[config.mk]
export PLATFORM = sky130hd
export DESIGN_NAME = sdiv_seq_ctrl
export DESIGN_NICKNAME = d
export VERILOG_FILES = /design/src/rtl/sdiv_pkg.sv /design/src/rtl/sdiv_step.sv /design/src/rtl/sdiv_seq_ctrl.sv
export SDC_FILE = /design/constraint.sdc
export NUM_CORES = 1
export LEC_CHECK = 0
export CAP_MARGIN = 20
export CORE_MARGIN = 10
export CORE_UTILIZATION = 55
export CTS_BUF_LIST = sky130_fd_sc_hd__clkbuf_16
export DETAILED_ROUTE_END_ITERATION = 8
export GPL_TIMING_DRIVEN = 1
export PLACE_DENSITY = 0.78
export SLEW_MARGIN = 20
export SYNTH_ARGS = -nofsm -noshare
export SYNTH_HDL_FRONTEND = slang
export SYNTH_SLANG_ARGS = --single-unit
[constraint.sdc]
create_clock -name clk -period 3.14 [get_ports clk]
set_input_delay 0.628 -clock clk [delete_from_list [all_inputs] [get_ports clk]]
set_output_delay 0.628 -clock clk [all_outputs]
set_load 0.005 [all_outputs]
[src/rtl/sdiv_pkg.sv]
// sdiv_pkg: state encoding, default width and magnitude helper shared by the signed divider.
package sdiv_pkg;

    typedef enum logic [2:0] {IDLE, LOAD, ITER, FIX, DONE} sdiv_state_e;

    localparam int DW_DEF = 16;
    localparam int MAG_W  = 64;

    // Callers sign-extend to MAG_W and keep the low DW bits, so the most-negative value maps cleanly.
    function automatic logic [MAG_W-1:0] abs_mag(input logic [MAG_W-1:0] v);
        return v[MAG_W-1] ? -v : v;
    endfunction

endpackage

[src/rtl/sdiv_step.sv]
// sdiv_step: one restoring shift-subtract iteration, producing a single quotient bit.
module sdiv_step #(
    parameter int DW = 16
) (
    input  logic [DW:0]   rem_i,
    input  logic [DW-1:0] q_i,
    input  logic [DW-1:0] dvs_i,
    output logic [DW:0]   rem_o,
    output logic [DW-1:0] q_o
);
    logic [DW+1:0] rem_sh;
    logic [DW:0]   trial;
    logic          ge;

    // The compare uses the full shifted width; the subtraction result always fits DW+1 bits when kept.
    always_comb begin
        rem_sh = {rem_i, q_i[DW-1]};
        ge     = (rem_sh >= {2'b00, dvs_i});
        trial  = rem_sh[DW:0] - {1'b0, dvs_i};
        rem_o  = ge ? trial : rem_sh[DW:0];
        q_o    = {q_i[DW-2:0], ge};
    end

endmodule

[src/rtl/sdiv_seq_ctrl.sv]
// sdiv_seq_ctrl: start/done sequencer for a signed restoring divider, one quotient bit per cycle.
// Build option SDIV_RESIDUE_SIGN_EN gives the residue the dividend's sign (C truncated division).
module sdiv_seq_ctrl
    import sdiv_pkg::*;
#(
    parameter int  DW    = DW_DEF,
    localparam int CNT_W = $clog2(DW) + 1
) (
    input  logic          clk,
    input  logic          rst,
    input  logic          start,
    input  logic [DW-1:0] dividend,
    input  logic [DW-1:0] divisor,
    output logic          busy,
    output logic          done,
    output logic [DW-1:0] quotient,
    output logic [DW-1:0] residue,
    output logic          div_by_zero,
    output logic          overflow
);
    localparam logic [DW-1:0] Q_MIN = {1'b1, {(DW-1){1'b0}}};

    sdiv_state_e      state_q, state_d;
    logic [DW-1:0]    opa_q, opa_d, opb_q, opb_d, dmag_q, dmag_d, q_q, q_d;
    logic [DW-1:0]    quot_q, quot_d, res_q, res_d;
    logic [DW:0]      rem_q, rem_d;
    logic [CNT_W-1:0] cnt_q, cnt_d;
    logic             dvd_neg_q, dvd_neg_d, dvs_neg_q, dvs_neg_d;
    logic             busy_q, busy_d, done_q, done_d, dbz_q, dbz_d, ovf_q, ovf_d;
    logic [DW-1:0]    dvd_abs, dvs_abs, rem_lo, res_fix, res_dbz, step_q;
    logic [DW:0]      step_rem;

    assign dvd_abs = DW'(abs_mag({{(MAG_W-DW){opa_q[DW-1]}}, opa_q}));
    assign dvs_abs = DW'(abs_mag({{(MAG_W-DW){opb_q[DW-1]}}, opb_q}));
    assign rem_lo  = rem_q[DW-1:0];

`ifdef SDIV_RESIDUE_SIGN_EN
    assign res_fix = dvd_neg_q ? -rem_lo : rem_lo;
    assign res_dbz = opa_q;
`else
    assign res_fix = rem_lo;
    assign res_dbz = dvd_abs;
`endif

    sdiv_step #(.DW(DW)) u_step (
        .rem_i (rem_q),
        .q_i   (q_q),
        .dvs_i (dmag_q),
        .rem_o (step_rem),
        .q_o   (step_q)
    );

    always_comb begin
        state_d   = state_q;
        opa_d     = opa_q;
        opb_d     = opb_q;
        dmag_d    = dmag_q;
        q_d       = q_q;
        rem_d     = rem_q;
        cnt_d     = cnt_q;
        dvd_neg_d = dvd_neg_q;
        dvs_neg_d = dvs_neg_q;
        quot_d    = quot_q;
        res_d     = res_q;
        dbz_d     = dbz_q;
        ovf_d     = ovf_q;
        case (state_q)
            IDLE: if (start) begin
                opa_d   = dividend;
                opb_d   = divisor;
                dbz_d   = 1'b0;
                ovf_d   = 1'b0;
                state_d = LOAD;
            end
            LOAD: begin
                dvd_neg_d = opa_q[DW-1];
                dvs_neg_d = opb_q[DW-1];
                q_d       = dvd_abs;
                dmag_d    = dvs_abs;
                rem_d     = '0;
                cnt_d     = CNT_W'(DW);
                if (opb_q == '0) begin
                    quot_d  = '1;
                    res_d   = res_dbz;
                    dbz_d   = 1'b1;
                    state_d = DONE;
                end else begin
                    state_d = ITER;
                end
            end
            ITER: begin
                rem_d = step_rem;
                q_d   = step_q;
                cnt_d = cnt_q - CNT_W'(1);
                if (cnt_q == CNT_W'(1)) state_d = FIX;
            end
            FIX: begin
                // Only most-negative / -1 yields a same-sign magnitude of 2^(DW-1); report it raw.
                if (q_q == Q_MIN && dvd_neg_q == dvs_neg_q) begin
                    quot_d = q_q;
                    ovf_d  = 1'b1;
                end else begin
                    quot_d = (dvd_neg_q ^ dvs_neg_q) ? -q_q : q_q;
                end
                res_d   = res_fix;
                state_d = DONE;
            end
            DONE:    state_d = IDLE;
            default: state_d = IDLE;
        endcase
        busy_d = (state_d == LOAD) || (state_d == ITER) || (state_d == FIX);
        done_d = (state_d == DONE);
    end

    always_ff @(posedge clk or negedge rst) begin
        if (!rst) begin
            state_q   <= IDLE;
            opa_q     <= '0;
            opb_q     <= '0;
            dmag_q    <= '0;
            q_q       <= '0;
            rem_q     <= '0;
            cnt_q     <= '0;
            dvd_neg_q <= 1'b0;
            dvs_neg_q <= 1'b0;
            quot_q    <= '0;
            res_q     <= '0;
            busy_q    <= 1'b0;
            done_q    <= 1'b0;
            dbz_q     <= 1'b0;
            ovf_q     <= 1'b0;
        end else begin
            state_q   <= state_d;
            opa_q     <= opa_d;
            opb_q     <= opb_d;
            dmag_q    <= dmag_d;
            q_q       <= q_d;
            rem_q     <= rem_d;
            cnt_q     <= cnt_d;
            dvd_neg_q <= dvd_neg_d;
            dvs_neg_q <= dvs_neg_d;
            quot_q    <= quot_d;
            res_q     <= res_d;
            busy_q    <= busy_d;
            done_q    <= done_d;
            dbz_q     <= dbz_d;
            ovf_q     <= ovf_d;
        end
    end

    assign busy        = busy_q;
    assign done        = done_q;
    assign quotient    = quot_q;
    assign residue     = res_q;
    assign div_by_zero = dbz_q;
    assign overflow    = ovf_q;

endmodule

# Word-level counts from Yosys, hierarchy flattened

Cells that the tools add are included.

$add $sub $neg: 5
Multiply operators: 0
Div/mod/pow operators: 0
Magnitude comparators: 1
Equal/unequal tests: 13
Shift operators: 0
Muxes and demuxes: 21
Bitwise gates (word level): 1
Reductions and logical operators: 13

Operators by type and width:

| operator                                                              | number |
|---|---|
| 16-bit two-way mux                                                    | 6 |
| 16-bit one-hot mux with 2 select lines                                | 3 |
| 16-bit negation                                                       | 3 |
| 17-bit one-hot mux with 2 select lines                                | 1 |
| 18-bit by 16-bit >= comparator with 1-bit output                      | 1 |
| 17-bit two-way mux                                                    | 1 |
| 17-bit by 16-bit subtractor with 17-bit output                        | 1 |
| 16-bit equality test, second input constant                           | 1 |
| 16-bit logical NOT                                                    | 1 |
| 3-bit by 2-bit equality test with 1-bit output, second input constant | 4 |
| 3-bit one-hot mux with 4 select lines                                 | 1 |
| 5-bit one-hot mux with 2 select lines                                 | 1 |
| 3-bit two-way mux                                                     | 3 |
| 2-bit nonzero test                                                    | 4 |
| 3-bit by 1-bit equality test with 1-bit output, second input constant | 2 |
| 2-bit != test, second input constant                                  | 3 |
| 3-bit AND reduction                                                   | 2 |
| 5-bit by 1-bit equality test with 1-bit output, second input constant | 1 |
| 5-bit by 1-bit subtractor with 5-bit output, second input constant    | 1 |
| 1-bit one-hot mux with 2 select lines                                 | 2 |
| 2-bit AND reduction                                                   | 2 |
| 3-bit equality test, second input constant                            | 1 |
| 3-bit logical NOT                                                     | 1 |
| 1-bit two-way mux                                                     | 3 |
| 4 further kinds                                                       | 5 |

Bits in registers: 127
Latch bits: 0
RAM bits: 0
ROM bits: 0
Input port bits: 35
Output and inout port bits: 36
Logic and storage cells: 69
Memories kept: 0

# Depth between registers and ports, before layout

Gate-level depths: netlist of run 1.

Depth after elaboration: 6
Mapped depth: 11

# Cells and area by module

Synthesis of run 1 repeated with hierarchy kept, for this count alone.

Cell total of the unflattened synthesis: 768
Area total of the unflattened synthesis: 7,001.7 µm²

Modules (own cells, without submodules):

| module        | instances | cells each | area each (µm²) | sequential area each (µm²) |
|---|---|---|---|---|
| sdiv_seq_ctrl | 1         | 593        | 5,813.1         | 3,178.0 |
| sdiv_step     | 1         | 175        | 1,188.6         | 0.0 |

# Worst setup path before layout of run 1

OpenSTA, ideal clock, no wires.

Path type: register to register
Start point: register q_q[15]
End point: register rem_q[15]
Library setup time: 0.069 ns
Data arrival time: 2.384 ns
Data required time: 3.071 ns
Setup slack: 0.687 ns
Cell stages (with the launch flop): 11
Period minus slack after synthesis: 2.453 ns
Cell sequence: dfrtp_1 -> inv_1 -> ha_1 -> fa_1 -> nor2b_1 -> o21bai_1 -> nand2_1 -> o211ai_1 -> and2_1 -> or4_1 -> nand3_1

Word-level cells in the longest chain between the ends: 3
Elaborated cells on any way between the ends: 4

RTL lines:

| what                                                                                                                      | line                             | RTL |
|---|---|---|
| start: declaration                                                                                                        | sdiv_seq_ctrl.sv:24              | `logic [DW-1:0] opa_q, opa_d, opb_q, opb_d, dmag_q, dmag_d, q_q, q_d;` |
| start signal: assignment                                                                                                  | sdiv_seq_ctrl.sv:137             | `q_q <= q_d;` |
| 17-bit by 16-bit subtractor with 17-bit output / 18-bit by 16-bit >= comparator with 1-bit output (equally long branches) | sdiv_step.sv:19, sdiv_step.sv:18 |  |
| 17-bit two-way mux *                                                                                                      | sdiv_step.sv:20                  | `rem_o = ge ? trial : rem_sh[DW:0];` |
| 17-bit one-hot mux with 2 select lines *                                                                                  | sdiv_seq_ctrl.sv:67              | `case (state_q)` |
| end signal: assignment                                                                                                    | sdiv_seq_ctrl.sv:138             | `rem_q <= rem_d;` |
| end: declaration                                                                                                          | sdiv_seq_ctrl.sv:26              | `logic [DW:0] rem_q, rem_d;` |

Every way passes the cells marked *; elsewhere a longest branch is shown, timed or not.
A chain may end at the register's enable or synchronous reset.

# Final worst setup path of run 1

Same ends and word-level chain as after synthesis.

==> flow_summary_export.csv, run 1 <==
group,metric,value,unit
outcome,status,"complete, no violations",
timing,period_minus_slack,2.90,ns
timing,worst_hold_slack,0.289,ns
setup_path,cp-endpoint,"rem_q[15]",
clocking,cts_tree,"yes",
timing,finalCritPeriodShare,92.3,%
final_layout,drive_above_1_share,6.79,%
yosys,synthCells,759,
detailed_routing,vias_per_cell,6.04,
placement,place_hpwl,13100,um
final_layout,fin_nets,883,
setup_path,setup.worst_path.start,"q_q[15]",
die,coreArea,0.0120,sq mm
detailed_routing,dr.pass1.iters,5,
clocking,clk_latency,0.42,ns
timing,slew_headroom,41.5,%
timing,setup_slack,0.241,ns
yosys,synth_ff_type,"dfrtp_1",
grt,grt_pass1_wl,30300,um
clocking,cts_buffers,17,
setup_path,arrival,3.25,ns
clocking,cts.path.max_buffers,2,
timing,max_clock_freq,0.345,GHz
setup_path,reg2regPathDepth,10,
detailed_routing,drc,0,
job,cap_violations,0,
setup_path,critPathCaptureType,"flip-flop",
placement,globalplace.congestion,0.929,
timing,hold_violations,0,
final_layout,n_antenna_cell,0,
timing,report.final.slew_viol_count,0,
yosys,syn_nets,816,
setup_path,critical_path_class,"flip-flop to flip-flop",
final_layout,regArea,0.00318,sq mm
setup_path,r2r_slack,0.24,ns
yosys,ys_seq_elements,127,
setup_path,critPathRequiredTime,3.49,ns
die,initial_utilization,56.4,%
setup_path,r2r-start,"q_q[15]",
die,die_height,131,um
grt,overflow,0,
power,ir_worst_vdd,652,uV
grt,grt_start_max_net_pins,64,
final_layout,multi_input_area,0.00334,sq mm
grt,grt_antenna_before_repair,0,
power,cellLeakagePower,3.71,nW
yosys,synth_top_area_cell,"dfrtp_1",
setup_path,path_max_fanout,14,
clocking,path_clk_slew,0.06,ns
yosys,syn_area_per_cell,8.92,sq um
yosys,synth_edf_count,0,
yosys,yosys-top-cells-count,"166 x nand2_1, 127 x dfrtp_1, 74 x o21ai_0",
power,power_density,1270,mW/mm^2
yosys,synth_top_cell_area_share,47.0,%
grt,track_usage,22.3,%
final_layout,syn2layout_area_growth,20.9,%
die,io_pins,71,
grt,grt_pass1_vias,5921,
yosys,yosysWarnings,0,
detailed_routing,drt-total-wl,18300,um
detailed_routing,routedWlPerCell,18.5,um
min_path,hold_class,"input pin to async pin",
yosys,async_reset_ff_share,100,%
setup_path,r2r_end,"rem_q[15]",
yosys,synth_most_common_cell,"nand2_1",
yosys,synth_cell_types,58,
timing,finClkSkew,0.00597,ns
yosys,synthTopCellsByArea,"dfrtp_1 47%, nand2_1 9.2%, o21ai_0 5.5%",
setup_path,crit_path_start_kind,"flip-flop",
clocking,ctsRootBufferMaster,"clkbuf_16",
final_layout,fillers,963,
die,rows,40,
timing,tns,0,ns
timing,setup-violations-final,0,
detailed_routing,drtAntennaViolNets,0,
clocking,clock-sinks,127,
timing,tightest_slew,0.877,ns
timing,rsz0062_at_grt,"false",
yosys,synthesis.area,0.00677,sq mm
placement,place.port_buffers,70,
detailed_routing,dr_total_vias,5954,
yosys,yosysSeqAreaShare,47.0,%
clocking,htree_levels,4,
die,die_width,131,um
placement,post-place-ws,0.211,ns
die,die_area,0.0171,sq mm
detailed_routing,drt_first_iter_violations,649,
## placed cells by master, fill, tap and decap left out, drive strengths merged, types with 14 or more instances in the layout
cell type / Yosys / final
clkdlybuf4s50: 0 / 69
ha: 21 / 21
xor2: 35 / 35
nand3: 19 / 19
clkbuf: 29 / 17
nor2: 32 / 32
a22oi: 15 / 15
buf: 6 / 14
inv: 32 / 38
dfrtp: 127 / 127
nor3: 17 / 17
o21ai: 76 / 76
a21oi: 43 / 43
xnor2: 14 / 14
nand2: 167 / 167
## layout make-up
type                            count  area share, %
Clock buffer                       17           5.20
Clock inverter                     15           1.59
Inverter                           32           1.47
Multi-Input combinational cell    565           40.8
Sequential cell                   127           38.8
Tap cell                          147           2.25
Timing Repair Buffer               83           9.87
## worst min-delay path by stage
stage | startpoint | end | depth (start not counted)
6_report | rst | opb_q[10] | 1
3_3_place_gp | dmag_q[15] | dmag_q[15] | 2
3_5_place_dp | div_by_zero | div_by_zero | 2
4_1_cts | rst | opb_q[10] | 1
2_1_floorplan | rst | busy | 0
5_1_grt | rst | opb_q[10] | 1
## metrics by stage
stage,total power [W],utilization [%],area [sq um],instances
2_1_floorplan,0.00661,-,6770,759
3_3_place_gp,0.00819,63.5,7620,954
3_5_place_dp,0.00840,63.5,7620,954
4_1_cts,0.0103,68.1,8180,986
5_1_grt,0.0112,68.1,8190,986
6_report,0.0104,68.1,8190,986
## power breakdown
part           internal (W)  total [W]  switching (W)
clock network       0.00115    0.00187       0.000722
registers           0.00241    0.00324       0.000835
logic               0.00224    0.00526        0.00302
## logic make-up after synthesis
logic type	share of synthesized area (%)
buffers and inverters	3.83
adder cells (fa/ha/maj)	4.18
multiplexers	1.04
flip-flops	47.0
AND/OR/NAND/NOR	18.7
AO/OA/AOI/OAI	18.9
XOR/XNOR	6.34
## registers in the layout, summed over array words and instances, names as in the netlist, 3 cells and up
signal,count
opb_q,16
rem_q,17
opa_q,16
state_q,3
quotient,16
residue,16
q_q,16
dmag_q,16
cnt_q,5
## what timing repair did
action                                  4_1_cts  5_1_grt
endpoints found under the setup margin        0       17
hold buffers                                  0        0
buffers inserted                              0        0
resized for setup                             0        1
## routing by layer
| layer | vias to the layer above | GRT usage [%] | routed length [um] |
|---|---|---|---|
| met4 | 0 | 7.39 | 356 |
| met2 | 229 | 35.1 | 8670 |
| li1 | 2826 | - | - |
| met3 | 32 | 5.80 | 1340 |
| met1 | 2867 | 29.2 | 7910 |
| met5 | - | 0 | 0 |
## critical path: stages, from the launching register on
cell and delay (ns):
dfrtp_1 0.40, inv_1 0.08, ha_1 0.22, fa_1 0.40, nor2b_1 0.17, o21bai_1 0.09, nand2_1 0.14, o211ai_1 0.28
and2_1 0.43, or4_1 0.52, nand3_1 0.09
No activity file was read; power rests on OpenSTA's default activity.
==> inputs of run 2 (changes only) <==
--- a/config.mk
+++ b/config.mk
@@ -5,6 +5,7 @@
 export SDC_FILE = /design/constraint.sdc
 export NUM_CORES = 1
 export LEC_CHECK = 0
+export ABC_CLOCK_PERIOD_IN_PS = 3140
 export CAP_MARGIN = 20
 export CORE_MARGIN = 10
 export CORE_UTILIZATION = 55
==> results of run 2 <==
The final DEF is identical to that of run 1; final timing and power are the same.
